File: config.mk
export PLATFORM = sky130hd
export DESIGN_NAME = riscv_mem_arbiter
export DESIGN_NICKNAME = d
export VERILOG_FILES = /design/src/rtl/riscv_mem_arbiter.sv
export SDC_FILE = /design/constraint.sdc
export NUM_CORES = 1
export LEC_CHECK = 0
export BUFFER_PORTS_ARGS = -buffer_cell sky130_fd_sc_hd__buf_2
export CAP_MARGIN = 40
export CORE_MARGIN = 1.5
export CORE_UTILIZATION = 50
export CTS_CLUSTER_SIZE = 10
export DETAILED_ROUTE_END_ITERATION = 8
export PLACE_DENSITY = 0.82
export SKIP_CTS_REPAIR_TIMING = 1
export SYNTH_ARGS = -nofsm -noshare
export SYNTH_HDL_FRONTEND = slang
export SYNTH_SLANG_ARGS = --single-unit
File: constraint.sdc
create_clock -name clk -period 2.7 [get_ports clk]
set_clock_uncertainty 0.2 [all_clocks]
set_input_delay 0.135 -clock clk [delete_from_list [all_inputs] [get_ports clk]]
set_output_delay 0.135 -clock clk [all_outputs]
set_load 0.1 [all_outputs]
File: src/rtl/riscv_mem_arbiter.sv
// Single-port memory arbiter for the riscv core.
// The instruction-fetch (I) and load/store (D) buses share one memory port, with at
// most one transaction in flight. D has priority. After D_MAX_STREAK back-to-back D
// grants taken while I was waiting, the next grant goes to I. If the memory never
// answers, a response timeout returns an error to the requester.
module riscv_mem_arbiter #(
  parameter int unsigned D_MAX_STREAK = 4,
  parameter int unsigned RSP_TIMEOUT  = 255
) (
  input  logic        clk,
  input  logic        rstf,
  // instruction fetch bus
  input  logic        i_cmd_valid,
  output logic        i_cmd_ready,
  input  logic [31:0] i_cmd_pc,
  output logic        i_rsp_valid,
  output logic        i_rsp_err,
  output logic [31:0] i_rsp_inst,
  // load/store bus
  input  logic        d_cmd_valid,
  output logic        d_cmd_ready,
  input  logic        d_cmd_wr,
  input  logic [31:0] d_cmd_address,
  input  logic [31:0] d_cmd_data,
  input  logic [1:0]  d_cmd_size,
  output logic        d_rsp_valid,
  output logic        d_rsp_err,
  output logic [31:0] d_rsp_data,
  // shared memory port
  output logic        m_cmd_valid,
  input  logic        m_cmd_ready,
  output logic        m_cmd_wr,
  output logic [31:0] m_cmd_address,
  output logic [31:0] m_cmd_data,
  output logic [1:0]  m_cmd_size,
  input  logic        m_rsp_valid,
  input  logic        m_rsp_err,
  input  logic [31:0] m_rsp_data
);

  localparam int StreakW = (D_MAX_STREAK < 1) ? 1 : $clog2(D_MAX_STREAK + 1);
  localparam int TimerW  = (RSP_TIMEOUT < 2) ? 1 : $clog2(RSP_TIMEOUT + 1);

  localparam logic [StreakW-1:0] StreakMax = StreakW'(D_MAX_STREAK);
  localparam logic [TimerW-1:0]  TimerLast = TimerW'(RSP_TIMEOUT - 1);

  typedef enum logic [1:0] {
    StIdle,
    StCmd,
    StRsp
  } state_e;

  state_e             state_q, state_d;
  logic               owner_is_d_q, owner_is_d_d;
  logic [StreakW-1:0] streak_q, streak_d;
  logic [TimerW-1:0]  timer_q, timer_d;

  logic               cmd_valid_q, cmd_valid_d;
  logic               cmd_wr_q, cmd_wr_d;
  logic [31:0]        cmd_address_q, cmd_address_d;
  logic [31:0]        cmd_data_q, cmd_data_d;
  logic [1:0]         cmd_size_q, cmd_size_d;

  logic               i_rsp_valid_q, i_rsp_valid_d;
  logic               i_rsp_err_q, i_rsp_err_d;
  logic [31:0]        i_rsp_inst_q, i_rsp_inst_d;
  logic               d_rsp_valid_q, d_rsp_valid_d;
  logic               d_rsp_err_q, d_rsp_err_d;
  logic [31:0]        d_rsp_data_q, d_rsp_data_d;

  logic               grant_d;
  logic               grant_i;
  logic               deliver;
  logic               deliver_err;
  logic [31:0]        deliver_data;

  // Grant decision, only in IDLE. Gated with rstf so that no ready is seen during reset.
  always_comb begin
    grant_d = 1'b0;
    grant_i = 1'b0;
    if (rstf && (state_q == StIdle)) begin
      grant_d = d_cmd_valid && !(i_cmd_valid && (streak_q == StreakMax));
      grant_i = !grant_d && i_cmd_valid;
    end
  end

  assign d_cmd_ready = grant_d;
  assign i_cmd_ready = grant_i;

  // Next-state, command payload capture, streak/timer update and response steering.
  always_comb begin
    state_d       = state_q;
    owner_is_d_d  = owner_is_d_q;
    streak_d      = streak_q;
    timer_d       = timer_q;
    cmd_valid_d   = cmd_valid_q;
    cmd_wr_d      = cmd_wr_q;
    cmd_address_d = cmd_address_q;
    cmd_data_d    = cmd_data_q;
    cmd_size_d    = cmd_size_q;
    deliver       = 1'b0;
    deliver_err   = 1'b0;
    deliver_data  = 32'h0;

    unique case (state_q)
      StIdle: begin
        if (grant_d) begin
          cmd_valid_d   = 1'b1;
          cmd_wr_d      = d_cmd_wr;
          cmd_address_d = d_cmd_address;
          cmd_data_d    = d_cmd_data;
          cmd_size_d    = d_cmd_size;
          owner_is_d_d  = 1'b1;
          state_d       = StCmd;
          // Count only the D grants that made a waiting fetch wait longer.
          if (i_cmd_valid) begin
            streak_d = (streak_q == StreakMax) ? streak_q : streak_q + StreakW'(1);
          end else begin
            streak_d = '0;
          end
        end else if (grant_i) begin
          cmd_valid_d   = 1'b1;
          cmd_wr_d      = 1'b0;
          cmd_address_d = i_cmd_pc;
          cmd_data_d    = 32'h0;
          cmd_size_d    = 2'd2;
          owner_is_d_d  = 1'b0;
          streak_d      = '0;
          state_d       = StCmd;
        end
      end

      StCmd: begin
        if (m_cmd_ready) begin
          cmd_valid_d = 1'b0;
          timer_d     = '0;
          state_d     = StRsp;
        end
      end

      StRsp: begin
        timer_d = timer_q + TimerW'(1);
        if (m_rsp_valid) begin
          deliver      = 1'b1;
          deliver_err  = m_rsp_err;
          deliver_data = m_rsp_data;
          state_d      = StIdle;
        end else if (timer_q == TimerLast) begin
          // Synthesised error so the core never waits forever.
          deliver      = 1'b1;
          deliver_err  = 1'b1;
          deliver_data = 32'h0;
          state_d      = StIdle;
        end
      end

      default: begin
        state_d = StIdle;
      end
    endcase
  end

  // Route a delivered response to the owner only; the other side keeps its last err/data.
  always_comb begin
    i_rsp_valid_d = 1'b0;
    i_rsp_err_d   = i_rsp_err_q;
    i_rsp_inst_d  = i_rsp_inst_q;
    d_rsp_valid_d = 1'b0;
    d_rsp_err_d   = d_rsp_err_q;
    d_rsp_data_d  = d_rsp_data_q;
    if (deliver) begin
      if (owner_is_d_q) begin
        d_rsp_valid_d = 1'b1;
        d_rsp_err_d   = deliver_err;
        d_rsp_data_d  = deliver_data;
      end else begin
        i_rsp_valid_d = 1'b1;
        i_rsp_err_d   = deliver_err;
        i_rsp_inst_d  = deliver_data;
      end
    end
  end

  // State and output registers; reset abandons any transaction in flight.
  always_ff @(posedge clk or negedge rstf) begin
    if (!rstf) begin
      state_q       <= StIdle;
      owner_is_d_q  <= 1'b0;
      streak_q      <= '0;
      timer_q       <= '0;
      cmd_valid_q   <= 1'b0;
      cmd_wr_q      <= 1'b0;
      cmd_address_q <= 32'h0;
      cmd_data_q    <= 32'h0;
      cmd_size_q    <= 2'd0;
      i_rsp_valid_q <= 1'b0;
      i_rsp_err_q   <= 1'b0;
      i_rsp_inst_q  <= 32'h0;
      d_rsp_valid_q <= 1'b0;
      d_rsp_err_q   <= 1'b0;
      d_rsp_data_q  <= 32'h0;
    end else begin
      state_q       <= state_d;
      owner_is_d_q  <= owner_is_d_d;
      streak_q      <= streak_d;
      timer_q       <= timer_d;
      cmd_valid_q   <= cmd_valid_d;
      cmd_wr_q      <= cmd_wr_d;
      cmd_address_q <= cmd_address_d;
      cmd_data_q    <= cmd_data_d;
      cmd_size_q    <= cmd_size_d;
      i_rsp_valid_q <= i_rsp_valid_d;
      i_rsp_err_q   <= i_rsp_err_d;
      i_rsp_inst_q  <= i_rsp_inst_d;
      d_rsp_valid_q <= d_rsp_valid_d;
      d_rsp_err_q   <= d_rsp_err_d;
      d_rsp_data_q  <= d_rsp_data_d;
    end
  end

  assign m_cmd_valid   = cmd_valid_q;
  assign m_cmd_wr      = cmd_wr_q;
  assign m_cmd_address = cmd_address_q;
  assign m_cmd_data    = cmd_data_q;
  assign m_cmd_size    = cmd_size_q;

  assign i_rsp_valid   = i_rsp_valid_q;
  assign i_rsp_err     = i_rsp_err_q;
  assign i_rsp_inst    = i_rsp_inst_q;
  assign d_rsp_valid   = d_rsp_valid_q;
  assign d_rsp_err     = d_rsp_err_q;
  assign d_rsp_data    = d_rsp_data_q;

endmodule

==> impl_results.html <==
<table>
<tr><th>Metric</th><th>Value</th></tr>
<tr><th colspan="2">Synth</th></tr>
<tr><td>Leading cell types by total area after synthesis</td><td>sky130_fd_sc_hd__dfrtp_1, sky130_fd_sc_hd__mux2i_1, sky130_fd_sc_hd__nand2b_1</td></tr>
<tr><td>Area share of the largest cell type after synthesis</td><td>0.537</td></tr>
<tr><td>Sequential cell area fraction in the yosys report</td><td>0.537</td></tr>
<tr><td>Most frequently used flop master after synthesis</td><td>sky130_fd_sc_hd__dfrtp_1</td></tr>
<tr><td>Synth Warn #</td><td>0</td></tr>
<tr><td>Total standard cell area after synthesis</td><td>6990 um2</td></tr>
<tr><td>Top cell type by total area after synthesis</td><td>sky130_fd_sc_hd__dfrtp_1</td></tr>
<tr><td>Seq cells post-synth</td><td>150</td></tr>
<tr><td>Synthesized Nets</td><td>743</td></tr>
<tr><td>Post-synthesis async set-or-reset flop share</td><td>1.00</td></tr>
<tr><td>Post-synth EDFFs</td><td>0</td></tr>
<tr><td>Average cell area after synthesis</td><td>~12 um2</td></tr>
<tr><td>Cells after Synth</td><td>around 600</td></tr>
<tr><td>Synth cell types</td><td>40</td></tr>
<tr><th colspan="2">Final layout</th></tr>
<tr><td>Final-stage net count</td><td>1,142</td></tr>
<tr><td>Number of diodes</td><td>0</td></tr>
<tr><td>Share of post-route cells with drive strength above 1</td><td>0.359</td></tr>
<tr><td>Post-route cell area</td><td>10,500 um2</td></tr>
<tr><td>Area delta synth-&gt;final</td><td>50.6%</td></tr>
<tr><td>Share of the core filled with cells in the final layout</td><td>0.765</td></tr>
<tr><th colspan="2">Timing</th></tr>
<tr><td>Final Hold Fails</td><td>0</td></tr>
<tr><td>PnR worst setup slack</td><td>0.177 ns</td></tr>
<tr><td>Maximum operating frequency</td><td>396 MHz</td></tr>
<tr><td>Transition time at the pin with the least slew margin</td><td>0.696 ns</td></tr>
<tr><td>RSZ-0062 raised after global routing</td><td>no</td></tr>
<tr><td>Total Neg Setup Slack</td><td>0 ns</td></tr>
<tr><td>Worst hold margin</td><td>0.209 ns</td></tr>
<tr><td>Max-slew violations</td><td>0</td></tr>
<tr><td>Remaining max-slew budget at the tightest pin</td><td>0.536</td></tr>
<tr><td>Final setup violating endpoints</td><td>0</td></tr>
<tr><td>Share of the cycle needed by the critical path after routing</td><td>0.934</td></tr>
<tr><td>Final period demand of the worst path</td><td>2.52 ns</td></tr>
<tr><th colspan="2">Worst setup path</th></tr>
<tr><td>Maximum fanout count along the critical path</td><td>25</td></tr>
<tr><td>Crit path from</td><td>state_q[1]</td></tr>
<tr><td>Crit path kind</td><td>reg -&gt; reg</td></tr>
<tr><td>Startpoint types</td><td>flop</td></tr>
<tr><td>Element type at the critical path end</td><td>flop</td></tr>
<tr><td>Arrival @ worst endpoint</td><td>2.68 ns</td></tr>
<tr><td>Worst-case register-to-register setup slack</td><td>0.18 ns</td></tr>
<tr><td>CP Data Required Time</td><td>between 2 and 3 ns</td></tr>
<tr><td>Startpoint of the lowest-slack register-to-register path</td><td>state_q[1]</td></tr>
<tr><th colspan="2">Clock network</th></tr>
<tr><td>Worst-skew pair later-pin latency</td><td>around 0.43 ns</td></tr>
<tr><td>Total number of H-tree levels</td><td>4</td></tr>
<tr><td>Root buf cell</td><td>sky130_fd_sc_hd__clkbuf_16</td></tr>
<tr><td>TritonCTS Buffers</td><td>17</td></tr>
<tr><td>Clock buffer depth</td><td>2</td></tr>
<tr><td>Clock sink count</td><td>150</td></tr>
<tr><td>Clock-pin transition on the worst setup and hold timing paths</td><td>0.07 ns</td></tr>
<tr><td>CTS tree</td><td>built</td></tr>
<tr><th colspan="2">GRT</th></tr>
<tr><td>Initial antenna violation count</td><td>0</td></tr>
<tr><td>Total GRT Usage</td><td>0.240</td></tr>
<tr><td>Vias in the first global route</td><td>5,411</td></tr>
<tr><td>First-pass GRT wire length</td><td>27.4 mm</td></tr>
<tr><td>Pin count of the biggest net entering global routing</td><td>54</td></tr>
<tr><td>Total global routing overflow</td><td>0</td></tr>
<tr><th colspan="2">Status</th></tr>
<tr><td>Status</td><td>finished, final reports clean</td></tr>
<tr><th colspan="2">Drt</th></tr>
<tr><td>Initial drt markers</td><td>between 500 and 600</td></tr>
<tr><td>Routed Antenna Nets</td><td>0</td></tr>
<tr><td>Detailed-route wire length</td><td>22.3 mm</td></tr>
<tr><td>DRC errors left</td><td>0</td></tr>
<tr><td>1st-pass router iterations</td><td>5</td></tr>
<tr><td>Via-per-instance ratio</td><td>5.56</td></tr>
<tr><td>Via count</td><td>6,629</td></tr>
<tr><td>Average wire per standard cell</td><td>18.7 um</td></tr>
<tr><th colspan="2">Pwr</th></tr>
<tr><td>Combinational fraction of design power</td><td>0.583</td></tr>
<tr><td>Static leakage power</td><td>4.60 nW</td></tr>
<tr><td>Clock Power Share</td><td>0.160</td></tr>
<tr><td>Internal cell power</td><td>between 5 and 6 mW</td></tr>
<tr><td>Switching power</td><td>7.93 mW</td></tr>
<tr><td>Switching Fraction</td><td>0.573</td></tr>
<tr><td>Worst supply voltage drop on vdd</td><td>1020 uV</td></tr>
<tr><td>Sequential power share</td><td>0.257</td></tr>
<tr><td>Total power per unit cell area</td><td>1310 nW/um2</td></tr>
<tr><th colspan="2">Floorplanning</th></tr>
<tr><td>DIE HEIGHT</td><td>between 100 and 150 um</td></tr>
<tr><td>Num rows</td><td>43</td></tr>
<tr><td>Effective utilization at floorplan</td><td>0.508</td></tr>
<tr><td>Floorplan core area</td><td>13,800 um2</td></tr>
<tr><td>I/O pins</td><td>276</td></tr>
<tr><td>Width of the die</td><td>121 um</td></tr>
<tr><td>Die area</td><td>14,700 um2</td></tr>
<tr><th colspan="2">Place</th></tr>
<tr><td>PortBufs</td><td>275</td></tr>
<tr><td>RePlAce Congestion</td><td>0.806</td></tr>
<tr><td>DPL Wire Length</td><td>approximately 13 mm</td></tr>
<tr><td>Placed cell area</td><td>8590 um2</td></tr>
<tr><td>Setup slack at placement</td><td>0.653 ns</td></tr>
<tr><th colspan="2">Run</th></tr>
<tr><td>Number of violations of the max-capacitance limit</td><td>0</td></tr>
<tr><th colspan="2">Worst hold path</th></tr>
<tr><td>Class of the worst hold path</td><td>in -&gt; async</td></tr>
</table>
[area by class of cell]
class / instances / area, um2
inverters: 9 / 33.8
clock inverters: 14 / 114
repair buffers: 432 / 2990
well taps: 180 / 225
clock buffers: 18 / 439
fillers: 850 / 3240
flip-flops and latches: 150 / 3750
multi-input cells: 390 / 2980
[logic make-up after synthesis]
| family | Yosys count | synth area share |
|---|---|---|
| fa+ha+maj | 4 | 0.00716 |
| simple gates | 163 | 0.157 |
| flops | 150 | 0.537 |
| compound gates | 156 | 0.164 |
| xor+xnor | 1 | 0.00125 |
| buf+inv | 61 | 0.0388 |
| mux | 66 | 0.0948 |
[layout by cell type (no fill, tap or decap), drive strengths merged]
| master | count |
|---|---|
| buf | 293 |
| xnor2 | 1 |
| ha | 4 |
| o221a | 32 |
| o31a | 2 |
| or3 | 4 |
| o31ai | 2 |
| o21ai | 72 |
| nor2 | 2 |
| inv | 16 |
| or4 | 1 |
| dlygate4sd3 | 139 |
| clkbuf | 18 |
| dfrtp | 150 |
| a21oi | 5 |
| clkinv | 4 |
| mux2i | 64 |
| nor3 | 1 |
| nand3 | 5 |
| nand3b | 2 |
| nand4bb | 1 |
| a31oi | 1 |
| nand2 | 10 |
| and3b | 1 |
| clkinvlp | 3 |
| o22ai | 3 |
| o22a | 1 |
| o21a | 3 |
| nor3b | 3 |
| a22o | 34 |
| nand2b | 67 |
| mux2 | 2 |
| a21o | 1 |
| nand4 | 1 |
| and2 | 32 |
| nand4b | 33 |
[worst max-delay path: stages, from the launching register on]
cell                            delay [ns]
sky130_fd_sc_hd__dfrtp_1              0.47
sky130_fd_sc_hd__nor3b_4              0.30
sky130_fd_sc_hd__o21a_1               0.48
sky130_fd_sc_hd__buf_12               0.23
sky130_fd_sc_hd__o221a_2              0.22
sky130_fd_sc_hd__dlygate4sd3_1        0.55
[sequential cells by signal (all words and copies together) (netlist names)]
name,flops
d_rsp_data,32
i_rsp_valid,1
m_cmd_valid,1
m_cmd_size,2
d_rsp_valid,1
owner_is_d_q,1
d_rsp_err,1
state_q,2
timer_q,8
streak_q,3
i_rsp_inst,32
m_cmd_wr,1
m_cmd_address,32
i_rsp_err,1
m_cmd_data,32
[worst paths after layout]
kind / endpoint / cells past startpoint
setup / recovery: m_cmd_address[25] / 5
setup reg to reg: m_cmd_address[25] / 5
max in group asynchronous: m_cmd_data[15] / 4
hold / removal: m_cmd_address[11] / 3
hold reg to reg: m_cmd_valid / 2
min in group clk: state_q[1] / 2
[metrics by stage]
step                      instances  power, mW
after CTS                      1054       13.3
after global placement         1020       11.0
after floorplan                 601       9.76
after global routing           1193       14.3
after detailed placement       1022       11.1
final                          1193       13.8
[synth_stat cells, drive strengths merged (3+ instances only)]
master / number
dfrtp: 150
o21ai: 72
nand2b: 67
mux2i: 64
a22o: 34
clkbuf: 33
nand4b: 33
and2: 32
o221a: 32
buf: 19
nand2: 10
inv: 9
a21oi: 5
nand3: 5
ha: 4
or3: 4
nor3b: 3
o21a: 3
o22ai: 3
[routing by layer]
metal  share of wire  GRT usage  routed length, um
met3           0.073     0.0644               1620
met5               0          0                  0
met4           0.032     0.0801                718
met1            0.39      0.311               8720
met2            0.50      0.391              11200
[power groups by stage]
stage,sequential [mW],clock (mW),combinational (mW)
CTS,3.49,2.23,7.61
floorplan,8.37,0,1.40
global route,3.62,2.34,8.31
finish,3.56,2.22,8.06
detailed placement,3.49,0,7.61
global placement,3.50,0,7.52
(Power assumes the default switching activity.)
